`src/rtl/snake_pkg.sv`:
```
// snake_pkg: shared grid geometry, cell coordinate types and apple spawner states
package snake_pkg;

    localparam int GRID_W = 40;
    localparam int GRID_H = 30;
    localparam int CELL   = 16;

    typedef logic [5:0] col_t;
    typedef logic [4:0] row_t;

    typedef enum logic [2:0] {
        S_IDLE,
        S_SAMPLE,
        S_QUERY,
        S_SCAN,
        S_PLACE
    } spawn_state_t;

endpackage

```
`src/rtl/apple_cell_fold.sv`:
```
// apple_cell_fold: folds a 9-bit random word into a (col,row) grid cell
module apple_cell_fold
    import snake_pkg::*;
#(
    parameter int GW = GRID_W,
    parameter int GH = GRID_H
) (
    input  logic [8:0] rand_word,
    output col_t       col,
    output row_t       row
);

    localparam col_t GW_C = col_t'(GW);
    localparam row_t GH_R = row_t'(GH);

    // one conditional subtract per axis; a full-width grid casts to 0 and leaves the raw value
    always_comb begin
        col = (rand_word[5:0] >= GW_C) ? rand_word[5:0] - GW_C : rand_word[5:0];
        row = (rand_word[8:4] >= GH_R) ? rand_word[8:4] - GH_R : rand_word[8:4];
    end

endmodule

```
`src/rtl/apple_spawner.sv`:
```
// apple_spawner: picks a free grid cell for the next apple through occupancy queries.
// Build option: define APPLE_SCAN_FALLBACK_EN to scan linearly after MAX_TRIES random collisions.
module apple_spawner #(
    parameter int GRID_W    = snake_pkg::GRID_W,
    parameter int GRID_H    = snake_pkg::GRID_H,
    parameter int CELL      = snake_pkg::CELL,
    parameter int MAX_TRIES = 8
) (
    input  logic       clk,
    input  logic       rst_n,
    input  logic [8:0] rand_word,
    input  logic       spawn_req,
    output logic       occ_query,
    output logic [5:0] occ_col,
    output logic [4:0] occ_row,
    input  logic       occ_ack,
    input  logic       occ_hit,
    output logic       busy,
    output logic       apple_valid,
    output logic       apple_new,
    output logic       spawn_fail,
    output logic [9:0] x,
    output logic [9:0] y
);
    import snake_pkg::*;

    localparam int            TW       = $clog2(MAX_TRIES + 1);
    localparam logic [TW-1:0] TRY_LAST = TW'(MAX_TRIES - 1);
    localparam logic [9:0]    CELL_PX  = 10'(CELL);

    spawn_state_t  state;
    logic [TW-1:0] tries;
    col_t          fold_col;
    row_t          fold_row;
    logic [9:0]    px_x;
    logic [9:0]    px_y;

    apple_cell_fold #(
        .GW(GRID_W),
        .GH(GRID_H)
    ) u_fold (
        .rand_word(rand_word),
        .col(fold_col),
        .row(fold_row)
    );

    // pixel position of the cell currently under query
    always_comb begin
        px_x = 10'(occ_col) * CELL_PX;
        px_y = 10'(occ_row) * CELL_PX;
    end

`ifdef APPLE_SCAN_FALLBACK_EN
    localparam col_t        LAST_COL  = col_t'(GRID_W - 1);
    localparam row_t        LAST_ROW  = row_t'(GRID_H - 1);
    localparam logic [11:0] SCAN_LAST = 12'(GRID_W * GRID_H - 1);

    logic [11:0] scan_n;
    col_t        next_col;
    row_t        next_row;

    // raster-order successor of the current cell, wrapping at the grid edges
    always_comb begin
        next_col = (occ_col >= LAST_COL) ? '0 : occ_col + 6'd1;
        next_row = (occ_col < LAST_COL) ? occ_row : (occ_row >= LAST_ROW) ? '0 : occ_row + 5'd1;
    end
`endif

    // sequencer: sample, query, optional scan, then place or fail; every output is registered
    always_ff @(posedge clk or negedge rst_n) begin
        if (!rst_n) begin
            state       <= S_IDLE;
            tries       <= '0;
            occ_query   <= 1'b0;
            occ_col     <= '0;
            occ_row     <= '0;
            busy        <= 1'b0;
            apple_valid <= 1'b0;
            apple_new   <= 1'b0;
            spawn_fail  <= 1'b0;
            x           <= '0;
            y           <= '0;
`ifdef APPLE_SCAN_FALLBACK_EN
            scan_n      <= '0;
`endif
        end else begin
            apple_new  <= 1'b0;
            spawn_fail <= 1'b0;
            case (state)
                S_IDLE: if (spawn_req) begin
                    apple_valid <= 1'b0;
                    tries       <= '0;
                    busy        <= 1'b1;
                    state       <= S_SAMPLE;
                end
                S_SAMPLE: begin
                    occ_col   <= fold_col;
                    occ_row   <= fold_row;
                    occ_query <= 1'b1;
                    state     <= S_QUERY;
                end
                S_QUERY: if (occ_ack) begin
                    occ_query <= 1'b0;
                    if (!occ_hit) begin
                        x           <= px_x;
                        y           <= px_y;
                        apple_valid <= 1'b1;
                        apple_new   <= 1'b1;
                        state       <= S_PLACE;
                    end else begin
                        tries <= tries + TW'(1);
                        if (tries != TRY_LAST) begin
                            state <= S_SAMPLE;
                        end else begin
`ifdef APPLE_SCAN_FALLBACK_EN
                            scan_n <= '0;
                            state  <= S_SCAN;
`else
                            spawn_fail <= 1'b1;
                            busy       <= 1'b0;
                            state      <= S_IDLE;
`endif
                        end
                    end
                end
`ifdef APPLE_SCAN_FALLBACK_EN
                S_SCAN: if (!occ_query) begin
                    occ_col   <= next_col;
                    occ_row   <= next_row;
                    occ_query <= 1'b1;
                end else if (occ_ack) begin
                    occ_query <= 1'b0;
                    if (!occ_hit) begin
                        x           <= px_x;
                        y           <= px_y;
                        apple_valid <= 1'b1;
                        apple_new   <= 1'b1;
                        state       <= S_PLACE;
                    end else if (scan_n == SCAN_LAST) begin
                        spawn_fail <= 1'b1;
                        busy       <= 1'b0;
                        state      <= S_IDLE;
                    end else begin
                        scan_n <= scan_n + 12'd1;
                    end
                end
`endif
                S_PLACE: begin
                    busy  <= 1'b0;
                    state <= S_IDLE;
                end
                default: begin
                    busy      <= 1'b0;
                    occ_query <= 1'b0;
                    state     <= S_IDLE;
                end
            endcase
        end
    end

endmodule

```
`config.mk`:
```
export PLATFORM = sky130hd
export DESIGN_NAME = apple_spawner
export DESIGN_NICKNAME = d
export VERILOG_FILES = /design/src/rtl/snake_pkg.sv /design/src/rtl/apple_cell_fold.sv /design/src/rtl/apple_spawner.sv
export SDC_FILE = /design/constraint.sdc
export NUM_CORES = 1
export LEC_CHECK = 0
export CAP_MARGIN = 30
export CORE_ASPECT_RATIO = 0.9
export CORE_UTILIZATION = 42
export DETAILED_ROUTE_END_ITERATION = 16
export PLACE_DENSITY = 0.84
export SYNTH_ARGS = -nofsm -noshare
export SYNTH_HDL_FRONTEND = slang
export SYNTH_SLANG_ARGS = --single-unit
```
`constraint.sdc`:
```
create_clock -name clk -period 1.5 [get_ports clk]
set_clock_uncertainty 0.05 [all_clocks]
set_input_delay 0.3 -clock clk [delete_from_list [all_inputs] [get_ports clk]]
set_output_delay 0.3 -clock clk [all_outputs]
set_load 0.1 [all_outputs]
```
==> flow_summary.json <==
{
  "status": "finished, violations left",
  "violations": "negative setup slack",
  "cts_root_buf": "clkbuf_8",
  "vias_per_cell": 5.03,
  "cts-buffers-inserted": 5,
  "numClockSinks": 34,
  "start_kind": "flip-flop",
  "synth_area_leader_cell": "dfrtp_1",
  "ys_top_cells_by_count": "34 x dfrtp_1, 26 x nand2_1, 12 x o21ai_0, 9 x buf_4, 9 x nor2_1",
  "fin_nets": 237,
  "area_delta_synth_final_pct": 59.4,
  "cp.arrival_ns": 1.72,
  "antenna_found_initial": 0,
  "wire_per_inst_um": 13.7,
  "critPathTopFamily": "simple AND/OR/NAND/NOR gates",
  "synth_edf_count": 0,
  "regArea_um2": 853,
  "grt_overflow": 0,
  "h-tree-depth": 2,
  "crit_required_ns": 1.68,
  "yosysWarnings": 0,
  "slowest_stage": "or4_4",
  "portBuffers": 40,
  "endpoint_kind": "flip-flop",
  "grt_pass1_wl_um": 5330,
  "grt_pass1_vias": 1174,
  "r2r-start": "state[2]$_DFFE_PN0P_",
  "yosysMostFrequentCell": "dfrtp_1",
  "ioPinCount": 50,
  "drc_errors": 0,
  "maxCapViolCount": 0,
  "finalSetupViolations": 5,
  "fmax_mhz": 652,
  "fin_crit_ns": 1.53,
  "nFillCells": 231,
  "crit_type": "flip-flop to flip-flop",
  "core_um2": 3700,
  "pre_cts_ws_ns": -0.374,
  "clk_path_buf_depth": 2,
  "stdcell_count": 266,
  "synthFlopType": "dfrtp_1",
  "dieArea_um2": 4140,
  "post-route-period-util": 1.02,
  "slowest_delay_ns": 0.52,
  "placed_area_um2": 2460,
  "seq_area_frac_synth": 0.522,
  "crit_end": "tries[3]$_DFFE_PN0P_",
  "num_antenna_cells": 0,
  "drt_first_pass_iters": 6,
  "hp-class": "primary input to async pin",
  "synthTopCellsByArea": "dfrtp_1 52%, mux2_4 7.4%, nand2_1 6.0%",
  "cts_hold_buf": 0,
  "drtIter0Drc": 107,
  "initial_utilization": 0.440,
  "grt_start_max_net_pins": 35,
  "critPathBufInv": 1,
  "synth.distinct_cells": 34,
  "dp.cells": 254,
  "syn-mean-instance-area_um2": 10.5,
  "maxSlewViolCount": 0,
  "r2r_end": "tries[3]$_DFFE_PN0P_",
  "globalRouteTotalUtil": 0.188,
  "die_h_um": 61.1,
  "layout_setup_ws_ns": -0.0330,
  "vias": 1337,
  "synthArstFlopShare": 1.00,
  "routed_wirelength_um": 3640,
  "ant_nets": 0,
  "die_x_um": 67.7,
  "clk_pin_slew_worst_paths_ns": 0.07,
  "rows": 21,
  "clkLatencyLatePin_ns": 0.29,
  "rsz0062_at_grt": "true",
  "path_cells": "buf_4, or4_4, o21ai_2, a22o_1",
  "path_depth": 4,
  "post-synth-top-area-fraction": 0.522,
  "r2r_slack_ns": -0.03,
  "final_cell_area_um2": 2600,
  "drive_above_1_share": 0.355,
  "multiInputGateArea_um2": 708,
  "cp-startpoint": "state[2]$_DFFE_PN0P_",
  "yosys_register_bits": 34,
  "r2r_cells": 4,
  "synthCells": 155,
  "place_hpwl_um": 2550,
  "cts_tree": "yes",
  "hold_viol": 0,
  "syn_area_um2": 1630,
  "critPathMaxFanout": 5,
  "gp_congestion": 0.866
}
## per-stage QoR
step                      hold slack, ns  utilization  setup TNS [ns]
after floorplan                  -0.0456            -               0
after global placement             0.465        0.665           -5.06
after detailed placement           0.472        0.665           -6.35
after CTS                          0.326        0.689               0
after global routing               0.330        0.701          -0.566
final                              0.318        0.701         -0.0514
## placed cells by master, fill, tap and decap left out, drive strengths merged, types with 7 or more instances in the layout
cell and n:
dfrtp 34, clkdlybuf4s50 11, conb 9, mux2 13
o21ai 14, a21oi 8, buf 52, nand2 27
clkbuf 7, nor2 9
## cells by family after synthesis
family	count (synthesis)	share of synthesized area
and+or+nand+nor	50	0.146
buffers and inverters	20	0.0729
other	1	0.00230
DFF	34	0.522
adders and majority gates	3	0.0230
muxes	13	0.108
AOI/OAI and AO/OA	34	0.126
## final cells by class
| type | instances | share of cell area |
|---|---|---|
| multi-input cells | 109 | 0.273 |
| well taps | 46 | 0.0221 |
| clock buffers | 7 | 0.0294 |
| inverters | 5 | 0.00722 |
| repair buffers | 65 | 0.340 |
| flip-flops and latches | 34 | 0.328 |
## timing repair
action	CTS	global route
gates resized for setup	5	4
setup buffers	1	4
setup endpoints to repair	16	10
pin swaps	0	3
## layer usage
layer | vias up | GRT usage | routed length, um
met3 | 7 | 0.0741 | 177
li1 | 646 | - | -
met4 | 0 | 0.0851 | 85
met1 | 633 | 0.236 | 1580
met5 | - | 0 | 0
met2 | 51 | 0.286 | 1800
## state kept, by name, summed over array words and instances, names as in the netlist
name         cells
occ_col          6
x                6
occ_row          5
y                5
tries            4
state            3
apple_new        1
apple_valid      1
busy             1
occ_query        1
spawn_fail       1
## worst min path at each step
| stage | depth (start not counted) | from | to | slack (ns) |
|---|---|---|---|---|
| global route | 2 | rst_n | tries[1]$_DFFE_PN0P_ | 0.33 |
| CTS | 2 | rst_n | occ_col[2]$_DFFE_PN0P_ | 0.33 |
| detailed placement | 1 | tries[3]$_DFFE_PN0P_ | spawn_fail$_DFF_PN0_ | 0.47 |
| global placement | 2 | tries[2]$_DFFE_PN0P_ | tries[2]$_DFFE_PN0P_ | 0.46 |
| finish | 2 | rst_n | tries[1]$_DFFE_PN0P_ | 0.32 |
| floorplan | 0 | rst_n | apple_new$_DFF_PN0_ | -0.05 |
Power is not shown: default switching activity piles up to over one toggle a cycle in this logic, so the estimate is an artifact.
